`src/rtl/gpio_port_ctrl_if.sv`:
```
`default_nettype none
// ============================================================================
// Module  : gpio_port_ctrl_if
// Brief   : Bus/pad-side signal bundle for the multi-pin GPIO port controller.
// Revision: 1.0 - initial release
// ============================================================================
interface gpio_port_ctrl_if #(
   parameter int WIDTH = 8
);
   logic [2*WIDTH-1:0] fun;
   logic               out_wr;
   logic [WIDTH-1:0]   out_wdata;
   logic [WIDTH-1:0]   out_data;
   logic [WIDTH-1:0]   in_data;
   logic [WIDTH-1:0]   pad_in;
   logic [WIDTH-1:0]   pad_out;
   logic [WIDTH-1:0]   pad_oe;
   logic [WIDTH-1:0]   alt_out;
   logic [WIDTH-1:0]   alt_in;
   logic [2*WIDTH-1:0] irq_mode;
   logic [WIDTH-1:0]   irq_clr;
   logic [WIDTH-1:0]   irq_pending;
   logic               irq;

   modport slave (
      input  fun, out_wr, out_wdata, pad_in, alt_out, irq_mode, irq_clr,
      output out_data, in_data, pad_out, pad_oe, alt_in, irq_pending, irq
   );

   modport master (
      output fun, out_wr, out_wdata, pad_in, alt_out, irq_mode, irq_clr,
      input  out_data, in_data, pad_out, pad_oe, alt_in, irq_pending, irq
   );
endinterface
`default_nettype wire

```
`src/rtl/gpio_port_ctrl.sv`:
```
`default_nettype none
// ============================================================================
// Module  : gpio_port_ctrl
// Brief   : Multi-pin GPIO port: sync + debounce, output register, pad/alt
//           function mux and per-pin edge interrupts with W1C pending bits.
// Revision: 1.0 - initial release
// ============================================================================
module gpio_port_ctrl #(
   parameter int   WIDTH      = 8,
   parameter int   DEB_CYCLES = 4,
   parameter logic INIT_LEVEL = 1'b1
) (
   input  wire logic       clk,
   input  wire logic       rst,
   gpio_port_ctrl_if.slave bus
);

   localparam int              c_cnt_w   = $clog2(DEB_CYCLES + 1);
   localparam logic [c_cnt_w-1:0] c_cnt_max = c_cnt_w'(DEB_CYCLES - 1);

   logic [WIDTH-1:0]   s1_q,   s1_d;
   logic [WIDTH-1:0]   s2_q,   s2_d;
   logic [WIDTH-1:0]   filt_q, filt_d;
   logic [WIDTH-1:0]   pend_q, pend_d;
   logic [WIDTH-1:0]   out_q,  out_d;
   logic [c_cnt_w-1:0] cnt_q [WIDTH];
   logic [c_cnt_w-1:0] cnt_d [WIDTH];

   always_comb begin
      s1_d   = bus.pad_in;
      s2_d   = s1_q;
      filt_d = filt_q;
      // Clear is applied first so a same-cycle set overrides it.
      pend_d = pend_q & ~bus.irq_clr;
      out_d  = bus.out_wr ? bus.out_wdata : out_q;
      for (int i = 0; i < WIDTH; i++) begin
         cnt_d[i] = cnt_q[i];
         if (s2_q[i] == filt_q[i]) begin
            cnt_d[i] = '0;
         end else if (cnt_q[i] == c_cnt_max) begin
            filt_d[i] = s2_q[i];
            cnt_d[i]  = '0;
            // fun 0 and 2 are the input-type functions (bit 0 clear).
            if (!bus.fun[2*i]) begin
               if ((s2_q[i] && bus.irq_mode[2*i]) || (!s2_q[i] && bus.irq_mode[2*i+1]))
                  pend_d[i] = 1'b1;
            end
         end else begin
            cnt_d[i] = cnt_q[i] + 1'b1;
         end
      end
   end

   always_ff @(posedge clk or posedge rst) begin
      if (rst) begin
         s1_q   <= {WIDTH{INIT_LEVEL}};
         s2_q   <= {WIDTH{INIT_LEVEL}};
         filt_q <= {WIDTH{INIT_LEVEL}};
         pend_q <= '0;
         out_q  <= '0;
         for (int i = 0; i < WIDTH; i++) cnt_q[i] <= '0;
      end else begin
         s1_q   <= s1_d;
         s2_q   <= s2_d;
         filt_q <= filt_d;
         pend_q <= pend_d;
         out_q  <= out_d;
         for (int i = 0; i < WIDTH; i++) cnt_q[i] <= cnt_d[i];
      end
   end

   always_comb begin
      bus.pad_oe  = '0;
      bus.pad_out = '0;
      bus.alt_in  = '1;
      for (int i = 0; i < WIDTH; i++) begin
         case (bus.fun[2*i +: 2])
            2'd1: begin
               bus.pad_oe[i]  = 1'b1;
               bus.pad_out[i] = out_q[i];
            end
            2'd2: bus.alt_in[i] = filt_q[i];
            2'd3: begin
               bus.pad_oe[i]  = 1'b1;
               bus.pad_out[i] = bus.alt_out[i];
            end
            default: ;
         endcase
      end
   end

   assign bus.in_data     = filt_q;
   assign bus.out_data    = out_q;
   assign bus.irq_pending = pend_q;
   assign bus.irq         = |pend_q;

endmodule
`default_nettype wire

```
`src/flat_wrapper.sv`:
```
// flat-port wrapper written by rule: the top's interface ports become plain ports
module gpio_port_ctrl_flat 
#(
   parameter int   WIDTH      = 8,
   parameter int   DEB_CYCLES = 4,
   parameter logic INIT_LEVEL = 1'b1
)
  (clk, rst, bus_fun, bus_out_wr, bus_out_wdata, bus_pad_in, bus_alt_out, bus_irq_mode, bus_irq_clr, bus_out_data, bus_in_data, bus_pad_out, bus_pad_oe, bus_alt_in, bus_irq_pending, bus_irq);
  gpio_port_ctrl_if #(.WIDTH(WIDTH)) bus_i ();
  input  wire logic clk;
  input  wire logic rst;
  input wire logic [$bits(bus_i.fun)-1:0] bus_fun;
  input wire logic [$bits(bus_i.out_wr)-1:0] bus_out_wr;
  input wire logic [$bits(bus_i.out_wdata)-1:0] bus_out_wdata;
  input wire logic [$bits(bus_i.pad_in)-1:0] bus_pad_in;
  input wire logic [$bits(bus_i.alt_out)-1:0] bus_alt_out;
  input wire logic [$bits(bus_i.irq_mode)-1:0] bus_irq_mode;
  input wire logic [$bits(bus_i.irq_clr)-1:0] bus_irq_clr;
  output wire logic [$bits(bus_i.out_data)-1:0] bus_out_data;
  output wire logic [$bits(bus_i.in_data)-1:0] bus_in_data;
  output wire logic [$bits(bus_i.pad_out)-1:0] bus_pad_out;
  output wire logic [$bits(bus_i.pad_oe)-1:0] bus_pad_oe;
  output wire logic [$bits(bus_i.alt_in)-1:0] bus_alt_in;
  output wire logic [$bits(bus_i.irq_pending)-1:0] bus_irq_pending;
  output wire logic [$bits(bus_i.irq)-1:0] bus_irq;
  assign bus_i.fun = bus_fun;
  assign bus_i.out_wr = bus_out_wr;
  assign bus_i.out_wdata = bus_out_wdata;
  assign bus_i.pad_in = bus_pad_in;
  assign bus_i.alt_out = bus_alt_out;
  assign bus_i.irq_mode = bus_irq_mode;
  assign bus_i.irq_clr = bus_irq_clr;
  assign bus_out_data = bus_i.out_data;
  assign bus_in_data = bus_i.in_data;
  assign bus_pad_out = bus_i.pad_out;
  assign bus_pad_oe = bus_i.pad_oe;
  assign bus_alt_in = bus_i.alt_in;
  assign bus_irq_pending = bus_i.irq_pending;
  assign bus_irq = bus_i.irq;
  gpio_port_ctrl #(.WIDTH(WIDTH), .DEB_CYCLES(DEB_CYCLES), .INIT_LEVEL(INIT_LEVEL)) u_core (.clk(clk), .rst(rst), .bus(bus_i));
endmodule
```
`config.mk`:
```
export PLATFORM = sky130hd
export DESIGN_NAME = gpio_port_ctrl_flat
export DESIGN_NICKNAME = d
export VERILOG_FILES = /design/src/rtl/gpio_port_ctrl_if.sv /design/src/rtl/gpio_port_ctrl.sv /design/src/flat_wrapper.sv
export SDC_FILE = /design/constraint.sdc
export NUM_CORES = 1
export LEC_CHECK = 0
export CAP_MARGIN = 0
export CORE_MARGIN = 2
export CORE_UTILIZATION = 44
export CTS_BUF_LIST = sky130_fd_sc_hd__clkbuf_8
export CTS_CLUSTER_SIZE = 16
export DETAILED_ROUTE_END_ITERATION = 12
export PLACE_DENSITY = 0.84
export SLEW_MARGIN = 20
export SYNTH_ARGS = -nofsm -noshare
export SYNTH_HDL_FRONTEND = slang
export SYNTH_SLANG_ARGS = --single-unit
```
`constraint.sdc`:
```
create_clock -name clk -period 2.5 [get_ports clk]
set_input_delay 0.5 -clock clk [delete_from_list [all_inputs] [get_ports clk]]
set_output_delay 0.5 -clock clk [all_outputs]
set_load 0.01 [all_outputs]
```
======== After elaboration in Yosys (flattened, before gate mapping) ========
Cells that the tools add are included.
W data, S select, Z words.
storage, ports and cells
  logic and storage cells ................. 199
  register bits after elaboration ......... 64
  input bits .............................. 67
operators by class
  bitwise operators ....................... 10
  equality and inequality tests ........... 40
  reduce and logical (&&, ||, !) cells .... 49
  add/subtract/negate cells ............... 8
  muxes and demuxes ....................... 72
operator list
  cell                   count
  $mux W1                48
  $mux W3                16
  $eq A2 B2 Y1 const B   16
  $add A3 B1 Y3 const B  8
  $eq A3 B2 Y1 const B   8
  $eq A2 B1 Y1 const B   8
  $logic_and A1 B1 Y1    16
  $pmux W1 S2            8
  $reduce_and A2 Y1      8
  $reduce_or A2 Y1       8
  $and A8 B8 Y8          1
  $eq A1 B1 Y1           8
  $logic_not A1 Y1       8
  $logic_or A1 B1 Y1     8
  $not A1 Y1             8
  $not A8 Y8             1
  $reduce_or A8 Y1       1

======== Logic depth before layout (Yosys ltp) ========
Gate-level depths: netlist of the first run.
  depth in word-level cells ............... 7
  gate-level depth with buffers ........... 4
  depth with buffers taken out ............ 4

======== Least setup slack after synthesis of the first run ========
No wires, ideal clock.
  path kind ............................... reg-to-output
  start point ............................. register u_core.pend_q[1] (netlist: u_core.bus.irq_pending[1])
  end point ............................... output port bus_irq
  cell stages (with the launch flop) ...... 3
  path buffers ............................ 0
  path slack .............................. 1,209 ps
  arrival time ............................ 791 ps
  cell sequence ........................... dfrtp_1 nor4_1 nand2_1
between the ends
  cells in the longest elaborated chain, start to end .. 1
RTL lines
  element                 RTL line              RTL
  from (decl)             gpio_port_ctrl.sv:24  logic [WIDTH-1:0] pend_q, pend_d;
  from (signal assigned)  gpio_port_ctrl.sv:66  pend_q <= pend_d;
  $reduce_or A8 Y1        gpio_port_ctrl.sv:95  assign bus.irq = |pend_q;
  to (decl)               flat_wrapper.sv:25    output wire logic [$bits(bus_i.irq)-1:0] bus_irq;
Every way passes these cells.

======== Worst setup path in the final report of the first run ========
  start point ............................. register u_core.pend_q[4] (netlist: u_core.bus.irq_pending[4])
  end point ............................... output port bus_irq
Same word-level chain as after synthesis.

==> results.md, run 1 <==
* Power density cells at approximately 790 nW/um^2
* Leftover overflow at the end of global routing at 0
* Number of global-route vias before repair at 1994
* 1st-iter DRT viols at 33
* Result of the run: finished clean
* Peak ir drop on the vdd network at around 0.00042 V
* Placer congestion estimate at approximately 0.70
* Port buffer count at 115
* Worst setup skew after layout at between 0.007 and 0.008 ns
* Synthesized net count at about 290
* Post-synthesis cell count at roughly 220
* Final Critical Period at around 2.3 ns
* Post-detailed-placement half-perimeter wirelength at roughly 4300 um
* Starting Density at between 40% and 50%
* Setup repair after global routing missed its margin: false
* Die ar. at 6820 um^2
* Maximum number of pins on one net before global-route repair at 65
* Clock Sinks at 64
* Number of buffers on the longest clock path at 2
* Num CTS Buffers at 9
* Die extent in y at between 80 and 90 um
* Floorplan Core Area at 5960 um^2
* Clock H-tree levels at 3
* Buffer type at the clock tree root: sky130_fd_sc_hd__clkbuf_8
* Total of max-cap violations at 0
* First-pass GRT wire length at around 8700 um
* Slew at the pin closest to its max-slew limit at between 0.5 and 0.6 ns
* Clock-pin slew on the worst setup and hold paths at ~0.060 ns
* Leakage at about 1.8 nW
* Total count of hold-check failures in the final report at 0
* Final Max Slew Viols at 0
* Setup fix buffers added after clock tree synthesis at 0
* FF+latch count, synth at between 60 and 70
* Aggregate global-route resource usage at between 10% and 20%
* Number of endpoints failing setup at the final stage at 0
* Clock latency of the later-clocked register in the worst-skew pair at 0.32 ns
* Filler cell count at about 450
* Vias per Instance at 4.79
* Class of the worst hold path: reg -> reg
* Nets at between 400 and 500
* Number of antenna violations at the first check in global routing at 0
* Post-detailed-placement cell area at just under 4000 um^2
* Die width at between 80 and 90 um
* Int Power at roughly 2.3 mW
* Synthesis-to-finish area growth at 52.2%
* Total wire length at about 5600 um
* Top-level I/O count at ~120
* Std-Cell Rows at 28
* Final std cell area, no fill at 4130 um^2
* Register share of total power at between 40 and 50%
* Summed instance area of the synthesized netlist at about 2700 um^2
* Kind of start point of the critical path: flip-flop
* YS warnings at 0
* Setup_tns at 0 ns
* Drc violations at 0
* Diodes inserted at 0
* Routed len/inst at roughly 14 um
* Net switching fraction of the power at between 20 and 30%
* Highest attainable clock frequency at 429 MHz
* Number of nets with antenna violations after detailed routing at 0
* Clock tree from TritonCTS: done
* Count of distinct cell types in the synthesized netlist at 22
* Maximum fanout along the worst path at 3
* Element type at the critical path end: output pin
* Proportion of layout cells with a drive suffix above 1 at between 15 and 20%
* Worst setup path category: reg -> out
* Vias after detailed routing at 1977
* WP data required at roughly 2.0 ns
* Count of TritonRoute iterations in the first routing pass at 4
* CTS hold repair buffers at 0
* Most frequent standard cell in the layout excluding fill and tap cells: sky130_fd_sc_hd__clkdlybuf4s50_1
* Switching power total at just over 0.9 mW
* Clock Power Share at between 20 and 25%
* Worst endpoint data arrival time at 1.83 ns
* Commonest cells after routing, fill and taps aside: sky130_fd_sc_hd__clkdlybuf4s50_1 (115), sky130_fd_sc_hd__dfrtp_1 (40), sky130_fd_sc_hd__dfstp_2 (24), sky130_fd_sc_hd__mux2_2 (16), sky130_fd_sc_hd__nand2_1 (15)
* Share of the yosys chip area belonging to registers at between 60 and 70%
* Combinational power share at 30.0%
* Share of the clock period used by the worst path at just over 90%
* Post-cts sizing count at 0
* Synthesized area per cell at 12.6 um^2
* Rel. slew slack at around 64%
cells in the mapped netlist:
| cell type | number | area share [%] |
|---|---|---|
| sky130_fd_sc_hd__and3_1 | 3 | 0.69 |
| sky130_fd_sc_hd__ha_1 | 8 | 3.7 |
| sky130_fd_sc_hd__nand2_1 | 15 | 2.1 |
| sky130_fd_sc_hd__nor3b_1 | 8 | 2.2 |
| sky130_fd_sc_hd__o21ai_0 | 5 | 0.92 |
| sky130_fd_sc_hd__buf_2 | 1 | 0.18 |
| sky130_fd_sc_hd__mux2i_1 | 11 | 4.1 |
| sky130_fd_sc_hd__a32o_1 | 5 | 1.8 |
| sky130_fd_sc_hd__dfrtp_1 | 40 | 37 |
| sky130_fd_sc_hd__o41ai_2 | 3 | 1.8 |
| sky130_fd_sc_hd__nand2b_1 | 6 | 1.4 |
| sky130_fd_sc_hd__nor2b_1 | 13 | 3.0 |
| sky130_fd_sc_hd__nor3_1 | 5 | 0.92 |
| sky130_fd_sc_hd__xnor2_1 | 8 | 2.6 |
| sky130_fd_sc_hd__clkbuf_1 | 8 | 1.1 |
| sky130_fd_sc_hd__inv_1 | 11 | 1.5 |
| sky130_fd_sc_hd__xor2_1 | 3 | 0.97 |
| sky130_fd_sc_hd__dfstp_2 | 24 | 23 |
| sky130_fd_sc_hd__nor2_1 | 14 | 1.9 |
| sky130_fd_sc_hd__nor4_1 | 2 | 0.46 |
| sky130_fd_sc_hd__nand3b_1 | 7 | 1.9 |
| sky130_fd_sc_hd__mux2_2 | 16 | 6.6 |
power groups by stage:
| stage | Combinational [mW] | Sequential (mW) | Clock, mW |
|---|---|---|---|
| 6_report | 0.978 | 1.48 | 0.800 |
| 5_1_grt | 1.09 | 1.51 | 0.879 |
| 4_1_cts | 0.993 | 1.48 | 0.831 |
| 3_5_place_dp | 0.986 | 1.50 | 0 |
| 3_3_place_gp | 0.949 | 1.49 | 0 |
| 2_1_floorplan | 0.482 | 1.51 | 0 |
cell families (layout without fill, tap and decap cells):
logic type | count (synthesis) | after routing | share of synthesized area, %
and+or+nand+nor | 73 | 73 | 14.6
DFF | 64 | 64 | 60.1
muxes | 27 | 27 | 10.7
buffers and inverters | 20 | 142 | 2.81
AOI/OAI and AO/OA | 13 | 13 | 4.56
xor gates and xnor gates | 11 | 11 | 3.55
adders and majority gates | 8 | 8 | 3.69
state kept, by name, summed over array words and instances (netlist names):
signal                  flops
u_core.bus.irq_pending      8
u_core.bus.in_data          8
u_core.cnt_q               24
u_core.bus.out_data         8
u_core.s2_q                 8
u_core.s1_q                 8
cell type report:
class | count | area (um^2) | share of cell area [%]
clock buffers | 13 | 179 | 4.33
clock inverters | 2 | 7.51 | 0.182
repair buffers | 116 | 1170 | 28.3
well taps | 75 | 93.8 | 2.27
inverters | 11 | 41.3 | 0.999
multi-input cells | 132 | 1010 | 24.4
flip-flops and latches | 64 | 1630 | 39.5
critical path, cell delays in order, from the launching register on:
cell,delay [ns]
sky130_fd_sc_hd__dfrtp_1,0.41
sky130_fd_sc_hd__nor4_1,0.49
sky130_fd_sc_hd__nand2_1,0.10
sky130_fd_sc_hd__clkdlybuf4s50_1,0.51
metrics by stage:
| step | worst slack (ns) | power [mW] | hold slack, ns | cells | utilization (%) |
|---|---|---|---|---|---|
| after floorplan | 0.442 | 1.99 | 0.345 | 216 | - |
| after global placement | 0.279 | 2.44 | 0.345 | 398 | 66.2 |
| after detailed placement | 0.260 | 2.49 | 0.347 | 398 | 66.2 |
| after CTS | 0.166 | 3.31 | 0.356 | 413 | 69.4 |
| after global routing | 0.0602 | 3.48 | 0.357 | 413 | 69.4 |
| final | 0.171 | 3.26 | 0.355 | 413 | 69.4 |
per-layer routing:
| layer | up-vias | global-route usage, % | part of all wire (%) |
|---|---|---|---|
| met4 | 0 | 6.39 | 0.98 |
| li1 | 970 | - | - |
| met5 | - | 0 | 0 |
| met3 | 5 | 5.98 | 7.8 |
| met2 | 74 | 29.9 | 51 |
| met1 | 928 | 19.6 | 40 |
worst paths after layout:
| path | to | from | cells after the start | slack [ns] |
|---|---|---|---|---|
| max in group asynchronous | u_core.bus.in_data[0]$_DFFE_PP1P_ | rst | 3 | 1.63 |
| setup reg to reg | u_core.bus.in_data[4]$_DFFE_PP1P_ | u_core.cnt_q[9]$_DFF_PP0_ | 3 | 1.23 |
| hold / removal | u_core.s2_q[4]$_DFF_PP1_ | u_core.s1_q[4]$_DFF_PP1_ | 0 | 0.35 |
| hold reg to reg | u_core.s2_q[4]$_DFF_PP1_ | u_core.s1_q[4]$_DFF_PP1_ | 0 | 0.35 |
| min in group asynchronous | u_core.bus.out_data[6]$_DFFE_PP0P_ | rst | 3 | 0.56 |
| setup / recovery | bus_irq | u_core.bus.irq_pending[4]$_DFF_PP0_ | 3 | 0.17 |
Note: power is estimated with default switching activity, not from simulation.
==> run 2: changes to the inputs <==
--- a/config.mk
+++ b/config.mk
@@ -11,6 +11,7 @@
 export CTS_BUF_LIST = sky130_fd_sc_hd__clkbuf_8
 export CTS_CLUSTER_SIZE = 16
 export DETAILED_ROUTE_END_ITERATION = 12
+export MAX_ROUTING_LAYER = met4
 export PLACE_DENSITY = 0.84
 export SLEW_MARGIN = 20
 export SYNTH_ARGS = -nofsm -noshare
==> run 2 against run 1 <==
Against the previous run: die area unchanged; highest routed layer unchanged; via count did not move; power about the same; clock skew about the same; critical endpoint unchanged; global-route usage grew 0.49 points; critical path depth unchanged.
==> results.md, run 2 (synthesis gave the netlist of run 1 again) <==
* Result of the run: finished clean (unchanged)
* Worst setup path category: reg -> out (unchanged)
* Starting Density at 45.6% (unchanged)
* Flip-flop count of the largest register after layout at 24 (unchanged)
* Worst endpoint data arrival time at 1.83 ns (about the same)
* Share of the clock period used by the worst path at 93.1% (about the same)
* Routed length on met2 at 2860 um (unchanged)
* 1st-iter DRT viols at 31 (was 33)
* Drc violations at 0 (unchanged)
* Num CTS Buffers at 9 (unchanged)
* DR top layer: met4 (unchanged)
* Number of antenna violations at the first check in global routing at 0 (unchanged)
* Number of endpoints failing setup at the final stage at 0 (unchanged)
* Routed len/inst at 13.7 um (was 13.6 um)
* Most frequent standard cell in the layout excluding fill and tap cells: sky130_fd_sc_hd__clkdlybuf4s50_1 (unchanged)
* Clock H-tree levels at 3 (unchanged)
* Proportion of layout cells with a drive suffix above 1 at 17.2% (unchanged)
* Placer congestion estimate at 0.711 (was 0.703)
* Filler cell count at 447 (unchanged)
* Element type at the critical path end: output pin (unchanged)
* Die width at 82.6 um (unchanged)
* Highest attainable clock frequency at 429 MHz (about the same)
* Floorplan Core Area at 5960 um^2 (unchanged)
* Top-level I/O count at 116 (unchanged)
* Final std cell area, no fill at 4130 um^2 (unchanged)
* Delay-heaviest family, CP: simple AND/OR/NAND/NOR gates (unchanged)
* Power density cells at 789 nW/um^2 (about the same)
* Buffer type at the clock tree root: sky130_fd_sc_hd__clkbuf_8 (unchanged)
* Die extent in y at 82.6 um (unchanged)
* Std-Cell Rows at 28 (unchanged)
* Total count of hold-check failures in the final report at 0 (unchanged)
* Clock Sinks at 64 (unchanged)
* Aggregate global-route resource usage at 17.7% (was 17.2%)
* Commonest cells after routing, fill and taps aside: sky130_fd_sc_hd__clkdlybuf4s50_1 (115), sky130_fd_sc_hd__dfrtp_1 (40), sky130_fd_sc_hd__dfstp_2 (24), sky130_fd_sc_hd__mux2_2 (16), sky130_fd_sc_hd__nand2_1 (15) (unchanged)
* Leftover overflow at the end of global routing at 0 (unchanged)
* Post-cts sizing count at 0 (unchanged)
* Clock-pin slew on the worst setup and hold paths at 0.06 ns (about the same)
* Number of global-route vias before repair at 1994 (unchanged)
* CTS hold repair buffers at 0 (unchanged)
* Worst setup skew after layout at 0.00732 ns (was 0.00730 ns)
* Detailed-route wire length on metal 1 at 2290 um (was 2280 um)
* Number of buffer and inverter instances along the worst setup path at 1 (unchanged)
* Longest individual stage delay on the worst path at 0.51 ns (about the same)
* Vias per Instance at 4.79 (unchanged)
* Final Max Slew Viols at 0 (unchanged)
* Post-detailed-placement half-perimeter wirelength at 4350 um (unchanged)
* Slew at the pin closest to its max-slew limit at 0.536 ns (unchanged)
* Post-detailed-placement cell area at 3950 um^2 (unchanged)
* Met3 wire len at 433 um (was 438 um)
* Total of max-cap violations at 0 (unchanged)
* Crit path cell chain: nor4_1, nand2_1, clkdlybuf4s50_1 (unchanged)
* Kind of start point of the critical path: flip-flop (unchanged)
* Synthesis-to-finish area growth at 52.2% (unchanged)
* Diodes inserted at 0 (unchanged)
* Slowest stage cell on the critical path: sky130_fd_sc_hd__clkdlybuf4s50_1 (unchanged)
* Clock latency of the later-clocked register in the worst-skew pair at 0.32 ns (about the same)
* Die ar. at 6820 um^2 (unchanged)
* WP data required at 2.00 ns (about the same)
* Class of the worst hold path: reg -> reg (unchanged)
* Number of buffers on the longest clock path at 2 (unchanged)
* Number of nets with antenna violations after detailed routing at 0 (unchanged)
* Setup fix buffers added after clock tree synthesis at 0 (unchanged)
* Port buffer count at 115 (unchanged)
* Setup_tns at 0 ns (unchanged)
* Largest register by flop count: u_core.cnt_q (unchanged)
* Rel. slew slack at 64.2% (unchanged)
* Count of TritonRoute iterations in the first routing pass at 4 (unchanged)
* Setup repair after global routing missed its margin: false (unchanged)
* Post-route total power at 3.26 mW (about the same)
* Vias after detailed routing at 1977 (unchanged)
* Peak ir drop on the vdd network at 0.000420 V (about the same)
* Maximum number of pins on one net before global-route repair at 65 (unchanged)
* Clock tree from TritonCTS: done (unchanged)
* Total wire length at 5640 um (about the same)
* Nets at 409 (unchanged)
* Maximum fanout along the worst path at 3 (unchanged)
* Final Critical Period at 2.33 ns (about the same)
* First-pass GRT wire length at 8650 um (unchanged)
* Leakage at 1.82 nW (unchanged)
* Worst hold margin at 0.355 ns (about the same)
run 2: cell counts in the layout (fill, tap and decap cells not counted):
No cell type changed its count.
run 2: layout make-up:
type                    instances  area [um^2]  area share [%]
clock inverters                 2         7.51           0.182
inverters                      11         41.3           0.999
well taps                      75         93.8            2.27
clock buffers                  13          179            4.33
multi-input cells             132         1010            24.4
flip-flops and latches         64         1630            39.5
repair buffers                116         1170            28.3
run 2: path summary, 6_finish.rpt:
check	start	end	slack (ns)	depth (start not counted)
max reg2reg	u_core.cnt_q[9]$_DFF_PP0_	u_core.bus.in_data[4]$_DFFE_PP1P_	1.23	3
min reg2reg	u_core.s1_q[4]$_DFF_PP1_	u_core.s2_q[4]$_DFF_PP1_	0.35	0
max in group asynchronous	rst	u_core.bus.in_data[0]$_DFFE_PP1P_	1.63	3
min	u_core.s1_q[4]$_DFF_PP1_	u_core.s2_q[4]$_DFF_PP1_	0.35	0
max	u_core.bus.irq_pending[4]$_DFF_PP0_	bus_irq	0.17	3
min in group asynchronous	rst	u_core.bus.out_data[6]$_DFFE_PP0P_	0.56	3
run 2: metal layers:
layer	GRT usage (%)	up-vias
met3	5.87	5
met5	-	-
met4	6.39	0
met2	29.9	74
li1	-	970
met1	19.6	928
run 2: per-stage QoR:
step	std cells	setup WS [ns]	util (%)
6_report	413	0.172	69.4
2_1_floorplan	216	0.442	-
4_1_cts	413	0.166	69.4
3_5_place_dp	398	0.260	66.2
3_3_place_gp	398	0.279	66.2
5_1_grt	413	0.0602	69.4
run 2: report_power, final:
part           leakage (nW)  switching (mW)  internal [mW]
combinational         0.942           0.391          0.587
sequential            0.775           0.178           1.30
clock                 0.104           0.344          0.456
